**src/rtl/spi_target_pkg.sv**
```systemverilog
// ---------------------------------------------------------------------------
// spi_target_pkg
// Shared constants for the SPI-target-to-streams front end: state encoding,
// byte and bit-counter widths, and a small shift helper.
// ---------------------------------------------------------------------------
package spi_target_pkg;

    localparam int BYTE_BITS = 8;
    localparam int BIT_CNT_W = 3;

    // Last bit index of a byte; the counter wraps to zero after it.
    localparam logic [BIT_CNT_W-1:0] BIT_CNT_LAST = 3'd7;

    // Transaction state encoding.
    localparam logic [0:0] ST_IDLE   = 1'b0;
    localparam logic [0:0] ST_ACTIVE = 1'b1;

    // Shift one bit into the LSB end (MSB-first serial order).
    function automatic logic [BYTE_BITS-1:0] shift_in_lsb(
        input logic [BYTE_BITS-1:0] cur,
        input logic                 bit_in
    );
        return {cur[BYTE_BITS-2:0], bit_in};
    endfunction

endpackage

```
**src/rtl/sync_edge_detect.sv**
```systemverilog
// ---------------------------------------------------------------------------
// sync_edge_detect
// N-flop synchronizer for one asynchronous input with single-cycle rise and
// fall pulses derived from the synchronized level.
// Ports:
//   CLK, RESET : system clock, synchronous active-high reset
//   async_in   : asynchronous input pin
//   level      : synchronized level (last synchronizer flop)
//   rise, fall : one-cycle pulses on synchronized transitions
// All flops reset to 0, so a pin that is already high when RESET releases
// produces a rise pulse once it has propagated through the synchronizer.
// ---------------------------------------------------------------------------
module sync_edge_detect #(
    parameter int STAGES = 2
) (
    input  logic CLK,
    input  logic RESET,
    input  logic async_in,
    output logic level,
    output logic rise,
    output logic fall
);

    logic [STAGES-1:0] sync_r;
    logic              prev_r;

    // Synchronizer chain plus one delayed copy of the level for edge detection.
    always_ff @(posedge CLK) begin
        if (RESET) begin
            sync_r <= '0;
            prev_r <= 1'b0;
        end else begin
            sync_r <= {sync_r[STAGES-2:0], async_in};
            prev_r <= sync_r[STAGES-1];
        end
    end

    assign level = sync_r[STAGES-1];
    assign rise  = sync_r[STAGES-1] & ~prev_r;
    assign fall  = ~sync_r[STAGES-1] & prev_r;

endmodule

```
**src/rtl/spi_target_to_streams.sv**
```systemverilog
// ---------------------------------------------------------------------------
// spi_target_to_streams
// SPI target (mode 0, MSB first) sampled entirely in the CLK domain. Received
// bytes are presented on a valid/ready stream; read bytes are pulled from a
// valid/ready stream and shifted out on MISO. busy follows chip select.
// Ports:
//   CLK, RESET            : system clock, synchronous active-high reset
//   SCK, CSn, MOSI        : asynchronous SPI pins (SCK idles low)
//   MISO, MISO_OE         : serial data out and its pad enable
//   out_data/valid/ready  : received-byte stream towards the bridge
//   in_data/valid/ready   : read-byte stream from the bridge
//   busy                  : a transaction is active
//   overrun               : sticky, a received byte was dropped
// Configuration macro: SPI_TARGET_OVERRUN_EN builds the sticky overrun flag;
// without it overrun is tied low (colliding bytes are still dropped).
// Pipeline: synchronizer (SYNC_STAGES) -> control stage (state, counters,
// load/shift requests) -> output stage (stream register, tx shifter, busy).
// ---------------------------------------------------------------------------
module spi_target_to_streams
    import spi_target_pkg::*;
#(
    parameter int                   SYNC_STAGES = 2,
    parameter logic [BYTE_BITS-1:0] FILL_BYTE   = 8'h00
) (
    input  logic                 CLK,
    input  logic                 RESET,
    input  logic                 SCK,
    input  logic                 CSn,
    input  logic                 MOSI,
    output logic                 MISO,
    output logic                 MISO_OE,
    output logic [BYTE_BITS-1:0] out_data,
    output logic                 out_valid,
    input  logic                 out_ready,
    input  logic [BYTE_BITS-1:0] in_data,
    input  logic                 in_valid,
    output logic                 in_ready,
    output logic                 busy,
    output logic                 overrun
);

    logic sck_level_unused_s, sck_rise_s, sck_fall_s;
    logic csn_level_s, csn_rise_s, csn_fall_s;
    logic mosi_level_s, mosi_rise_unused_s, mosi_fall_unused_s;

    sync_edge_detect #(.STAGES(SYNC_STAGES)) u_sync_sck (
        .CLK      (CLK),
        .RESET    (RESET),
        .async_in (SCK),
        .level    (sck_level_unused_s),
        .rise     (sck_rise_s),
        .fall     (sck_fall_s)
    );

    sync_edge_detect #(.STAGES(SYNC_STAGES)) u_sync_csn (
        .CLK      (CLK),
        .RESET    (RESET),
        .async_in (CSn),
        .level    (csn_level_s),
        .rise     (csn_rise_s),
        .fall     (csn_fall_s)
    );

    sync_edge_detect #(.STAGES(SYNC_STAGES)) u_sync_mosi (
        .CLK      (CLK),
        .RESET    (RESET),
        .async_in (MOSI),
        .level    (mosi_level_s),
        .rise     (mosi_rise_unused_s),
        .fall     (mosi_fall_unused_s)
    );

    // Control stage registers
    logic [0:0]           state_r;
    logic                 armed_r;
    logic [BIT_CNT_W-1:0] bit_cnt_r;
    logic [BYTE_BITS-1:0] rx_shift_r;
    logic                 byte_seen_r;
    logic                 byte_done_r;
    logic                 tx_load_r;
    logic                 tx_shift_req_r;
    logic                 in_ready_r;

    // Control stage next values
    logic [0:0]           state_s;
    logic [BIT_CNT_W-1:0] bit_cnt_s;
    logic [BYTE_BITS-1:0] rx_shift_s;
    logic                 byte_seen_s;
    logic                 byte_done_s;
    logic                 tx_load_s;
    logic                 tx_shift_req_s;

    // Output stage registers
    logic [BYTE_BITS-1:0] out_data_r;
    logic                 out_valid_r;
    logic [BYTE_BITS-1:0] tx_shift_r;
    logic                 busy_r;
    logic                 miso_oe_r;

    // Next-state logic for the transaction FSM, receive shifter and tx requests.
    always_comb begin
        state_s        = state_r;
        bit_cnt_s      = bit_cnt_r;
        rx_shift_s     = rx_shift_r;
        byte_seen_s    = byte_seen_r;
        byte_done_s    = 1'b0;
        tx_load_s      = 1'b0;
        tx_shift_req_s = 1'b0;
        case (state_r)
            ST_IDLE: begin
                // Entry requires CSn to have been seen high since reset, so a
                // transaction already running at reset release is ignored.
                if (csn_fall_s && armed_r) begin
                    state_s     = ST_ACTIVE;
                    bit_cnt_s   = '0;
                    rx_shift_s  = '0;
                    byte_seen_s = 1'b0;
                    tx_load_s   = 1'b1;
                end else begin
                    state_s = ST_IDLE;
                end
            end
            ST_ACTIVE: begin
                if (csn_rise_s) begin
                    // Abort: any partial byte is discarded.
                    state_s     = ST_IDLE;
                    bit_cnt_s   = '0;
                    rx_shift_s  = '0;
                    byte_seen_s = 1'b0;
                end else if (sck_rise_s) begin
                    rx_shift_s = shift_in_lsb(rx_shift_r, mosi_level_s);
                    bit_cnt_s  = bit_cnt_r + BIT_CNT_W'(1);
                    if (bit_cnt_r == BIT_CNT_LAST) begin
                        byte_done_s = 1'b1;
                        byte_seen_s = 1'b1;
                    end else begin
                        byte_done_s = 1'b0;
                    end
                end else if (sck_fall_s) begin
                    // The fall after the 8th rise starts the next tx byte.
                    if ((bit_cnt_r == '0) && byte_seen_r) begin
                        tx_load_s = 1'b1;
                    end else begin
                        tx_shift_req_s = 1'b1;
                    end
                end else begin
                    state_s = ST_ACTIVE;
                end
            end
            default: begin
                state_s = ST_IDLE;
            end
        endcase
    end

    // Control stage state; in_ready is raised for the cycle the tx load happens.
    always_ff @(posedge CLK) begin
        if (RESET) begin
            state_r        <= ST_IDLE;
            armed_r        <= 1'b0;
            bit_cnt_r      <= '0;
            rx_shift_r     <= '0;
            byte_seen_r    <= 1'b0;
            byte_done_r    <= 1'b0;
            tx_load_r      <= 1'b0;
            tx_shift_req_r <= 1'b0;
            in_ready_r     <= 1'b0;
        end else begin
            state_r        <= state_s;
            armed_r        <= armed_r | csn_level_s;
            bit_cnt_r      <= bit_cnt_s;
            rx_shift_r     <= rx_shift_s;
            byte_seen_r    <= byte_seen_s;
            byte_done_r    <= byte_done_s;
            tx_load_r      <= tx_load_s;
            tx_shift_req_r <= tx_shift_req_s;
            in_ready_r     <= tx_load_s & in_valid;
        end
    end

    // Received-byte stream register; a byte arriving while the previous one is
    // still held and not being accepted this cycle is dropped.
    always_ff @(posedge CLK) begin
        if (RESET) begin
            out_data_r  <= '0;
            out_valid_r <= 1'b0;
        end else if (byte_done_r && (!out_valid_r || out_ready)) begin
            out_data_r  <= rx_shift_r;
            out_valid_r <= 1'b1;
        end else if (out_ready) begin
            out_valid_r <= 1'b0;
        end else begin
            out_valid_r <= out_valid_r;
        end
    end

    // Transmit shifter plus busy/pad-enable, all one stage behind the FSM.
    always_ff @(posedge CLK) begin
        if (RESET) begin
            tx_shift_r <= '0;
            busy_r     <= 1'b0;
            miso_oe_r  <= 1'b0;
        end else begin
            busy_r    <= (state_r == ST_ACTIVE);
            miso_oe_r <= (state_r == ST_ACTIVE);
            if (tx_load_r) begin
                tx_shift_r <= (in_ready_r && in_valid) ? in_data : FILL_BYTE;
            end else if (tx_shift_req_r) begin
                tx_shift_r <= {tx_shift_r[BYTE_BITS-2:0], 1'b0};
            end else begin
                tx_shift_r <= tx_shift_r;
            end
        end
    end

`ifdef SPI_TARGET_OVERRUN_EN
    logic overrun_r;

    // Sticky drop indicator, cleared only by reset.
    always_ff @(posedge CLK) begin
        if (RESET) begin
            overrun_r <= 1'b0;
        end else if (byte_done_r && out_valid_r && !out_ready) begin
            overrun_r <= 1'b1;
        end else begin
            overrun_r <= overrun_r;
        end
    end

    assign overrun = overrun_r;
`else
    assign overrun = 1'b0;
`endif

    assign MISO      = tx_shift_r[BYTE_BITS-1];
    assign MISO_OE   = miso_oe_r;
    assign out_data  = out_data_r;
    assign out_valid = out_valid_r;
    assign in_ready  = in_ready_r;
    assign busy      = busy_r;

endmodule
```
**config.mk**
```make
export PLATFORM = sky130hd
export DESIGN_NAME = spi_target_to_streams
export DESIGN_NICKNAME = d
export VERILOG_FILES = /design/src/rtl/spi_target_pkg.sv /design/src/rtl/sync_edge_detect.sv /design/src/rtl/spi_target_to_streams.sv
export SDC_FILE = /design/constraint.sdc
export NUM_CORES = 1
export LEC_CHECK = 0
export BUFFER_PORTS_ARGS = -buffer_cell sky130_fd_sc_hd__buf_2
export CORE_MARGIN = 8
export CORE_UTILIZATION = 54
export DETAILED_ROUTE_END_ITERATION = 8
export PLACE_DENSITY = 0.77
export SLEW_MARGIN = 20
export SYNTH_ARGS = -nofsm -noshare
export SYNTH_HDL_FRONTEND = slang
export SYNTH_SLANG_ARGS = --single-unit
```
**constraint.sdc**
```tcl
create_clock -name CLK -period 1.9 [get_ports CLK]
set_clock_uncertainty 0.15 [all_clocks]
set_input_delay 0 -clock CLK [delete_from_list [all_inputs] [get_ports CLK]]
set_output_delay 0 -clock CLK [all_outputs]
set_load 0.02 [all_outputs]
```
==> impl_metrics.json <==
{
  "layout_common_cells": "dfxtp_1 (42), nor2_1 (30), buf_2 (27)",
  "r2r-start": "tx_shift_req_r",
  "crit_buf_inv": 1,
  "dr.first_iter.drc_count": 67,
  "num_rows": 20,
  "p_int_mw": 1.15,
  "critical_path_required_ns": 2.00,
  "insertion_delay_ns": 0.35,
  "core-area_sq_um": 2980,
  "synth_area_leaders": "dfxtp_1 (54%), mux2i_1 (10%), nor2_1 (6.8%)",
  "finalMaxSlewViolations": 0,
  "max_cap_violations": 0,
  "clockPowerShare_pct": 31.4,
  "firstDrtPassIters": 4,
  "critical-path-slowest-cell": "dlygate4sd3_1",
  "antenna_found_initial": 0,
  "wirelength_um": 3200,
  "fill_cells": 234,
  "synth_seq_area_share_pct": 53.5,
  "fin_crit_sh_pct": 93.1,
  "start_util_pct": 55.3,
  "finalSetupViolations": 0,
  "area_delta_synth_final_pct": 24.9,
  "setup_tns_ns": 0,
  "drtAntennaViolNets": 0,
  "path_cells": "mux2i_1 -> nor2_1 -> a21oi_1 -> nor2_1 -> dlygate4sd3_1",
  "clockBufferDepth": 2,
  "pwr-share-comb_pct": 4.6,
  "startpoint_type": "flip-flop",
  "die_h_um": 71.2,
  "hold_path_end": "u_sync_csn.sync_r[0]",
  "r2r-end": "tx_shift_r[7]",
  "synth_top_area_cell": "dfxtp_1",
  "reg2reg_depth": 5,
  "cts_tree": "yes",
  "vias": 1245,
  "overflow": 0,
  "stdcell_count": 244,
  "regArea_sq_um": 886,
  "io_pins": 29,
  "rrSetupSlack_ns": 0.13,
  "cts_htree_levels": 2,
  "cts_root_buffer": "clkbuf_4",
  "placed_cells": 214,
  "min_period_ns": 1.77,
  "first_global_vias": 1211,
  "place_congestion": 0.815,
  "p_per_area_nw_per_um2": 711,
  "crit_path_frequent_cell": "nor2_1",
  "arrival_ns": 1.87,
  "multi_input_area_sq_um": 686,
  "fp.dieArea_sq_um": 5070,
  "synth_cell_types": 32,
  "drcViolationCount": 0,
  "final_common_cell": "dfxtp_1",
  "endpoint_kind": "flip-flop",
  "worstHoldPathCells": 3,
  "post_drt_wl_per_cell_um": 13.1,
  "grt_use_total_pct": 13.5,
  "p_switching_mw": 0.315,
  "synth-seq-cells": 44,
  "switching_share_pct": 21.6,
  "utilization_pct": 69.0,
  "synthesis.nets": 182,
  "hpwl_um": 2070,
  "tightestPinTransition_ns": 0.542,
  "grt_pass1_wl_um": 5410,
  "slowest_delay_ns": 0.58,
  "grt_max_degree": 19,
  "outcome": "finished, final reports clean",
  "cts_buffers": 5,
  "hp-start": "CSn",
  "synth_area_sq_um": 1650,
  "hold_viol": 0,
  "vdd_drop_max_mv": 0.576,
  "leakage_nw": 0.986,
  "max-slew-margin-rel_pct": 63.9,
  "synth_cells": 164,
  "drive_gt1_share_pct": 21.3,
  "nets": 228,
  "antennaDiodeCount": 0,
  "fmaxAchievable_mhz": 566,
  "die_x_um": 71.2,
  "port_buffers": 27,
  "hp-class": "input port to flip-flop",
  "cp_num_cells": 5,
  "crit_family": "buffers and inverters",
  "cp_max_fo": 8,
  "clock-sinks": 44,
  "rsz0062_at_grt": "no",
  "synth.top_cell.area_share_pct": 53.5,
  "synth_warnings": 0,
  "pwr-share-seq_pct": 63.9,
  "postSynthAreaPerCell_sq_um": 10.0,
  "vias_per_cell": 5.10,
  "path_class": "flip-flop to flip-flop",
  "clkSlewWorstSetupHoldPaths_ns": 0.12
}
-- tightest hold or removal path, delay by kind of cell --
kind	cells	cell delay, ns
simple gates	1	0.10
buf+inv	2	0.61
-- state kept, by name (all words and copies together), names as in the netlist --
name,flops
tx_shift_r,8
rx_shift_r,8
MISO_OE,1
in_ready,1
u_sync_sck.sync_r,2
bit_cnt_r,3
byte_seen_r,1
u_sync_csn.prev_r,1
state_r,1
armed_r,1
u_sync_sck.prev_r,1
byte_done_r,1
u_sync_mosi.sync_r,2
out_valid,1
tx_shift_req_r,1
u_sync_csn.sync_r,2
tx_load_r,1
out_data,8
-- cell usage after synthesis, drive strengths merged --
cell,number
nor2,30
nand4bb,1
inv,5
a41o,1
mux2,1
a22oi,1
conb,1
a22o,5
a211o,1
a21oi,8
mux2i,17
or2,1
clkbuf,4
and3,3
nand3,1
nand2,6
nor2b,10
o21ai,2
a2bb2oi,3
and3b,2
nand2b,3
and2,3
ha,3
dfxtp,44
buf,7
nand3b,1
-- stage by stage --
stage               instance area [sq um]  hold slack [ns]  power (mW)  setup WS, ns
global placement                     1770           0.0634        1.00         0.509
CTS                                  2050            0.220        1.48        0.0311
finish                               2060            0.244        1.46         0.132
global route                         2060            0.242        1.52        0.0523
floorplan                            1650          -0.0695       0.982         0.449
detailed placement                   1770           0.0657        1.00         0.471
-- cells by family (layout without fill, tap and decap cells) --
family                     count (synthesis)  after routing  synth area share [%]
and+or+nand+nor                           61             61                  18.9
buffers and inverters                     16             63                  4.87
DFF                                       44             44                  53.5
muxes                                     18             18                  11.0
adders and majority gates                  3              3                  2.28
other                                      1              1                 0.228
AOI/OAI and AO/OA                         21             21                  9.13
-- power by group through the flow --
stage	clock (mW)	combinational [mW]	sequential [mW]
floorplan	0	0.0273	0.955
global placement	0	0.0438	0.956
detailed placement	0	0.0454	0.956
CTS	0.476	0.0671	0.935
global route	0.508	0.0738	0.935
finish	0.459	0.0679	0.934
-- worst max path at each step --
stage                     to            startpoint  slack, ns
6_report       tx_shift_r[7]        tx_shift_req_r       0.13
5_1_grt        tx_shift_r[7]        tx_shift_req_r       0.05
4_1_cts        tx_shift_r[6]        tx_shift_req_r       0.03
3_5_place_dp     byte_seen_r  u_sync_csn.sync_r[1]       0.47
3_3_place_gp     byte_seen_r  u_sync_csn.sync_r[1]       0.51
2_1_floorplan    out_data[0]             out_valid       0.45
-- routing by layer --
layer | GRT usage [%] | share of wire, %
met1 | 14.4 | 45
met3 | 5.79 | 5.6
met5 | 0 | 0
met2 | 22.1 | 49
met4 | 6.93 | 0.66
-- repair_timing --
action	in CTS	in global routing
hold buffers	22	0
hold endpoints to repair	19	0
setup endpoints to repair	0	8
buffers inserted	0	0
resized for setup	0	4
-- area by class of cell --
class                           count  share of cell area (%)
Timing Repair Buffer               50                    17.7
Multi-Input combinational cell    104                    33.4
Inverter                            5                   0.913
Tap cell                           33                    2.01
Clock inverter                      2                   0.487
Clock buffer                        6                    2.50
Sequential cell                    44                    43.1
No activity file was read; power rests on OpenSTA's default activity.
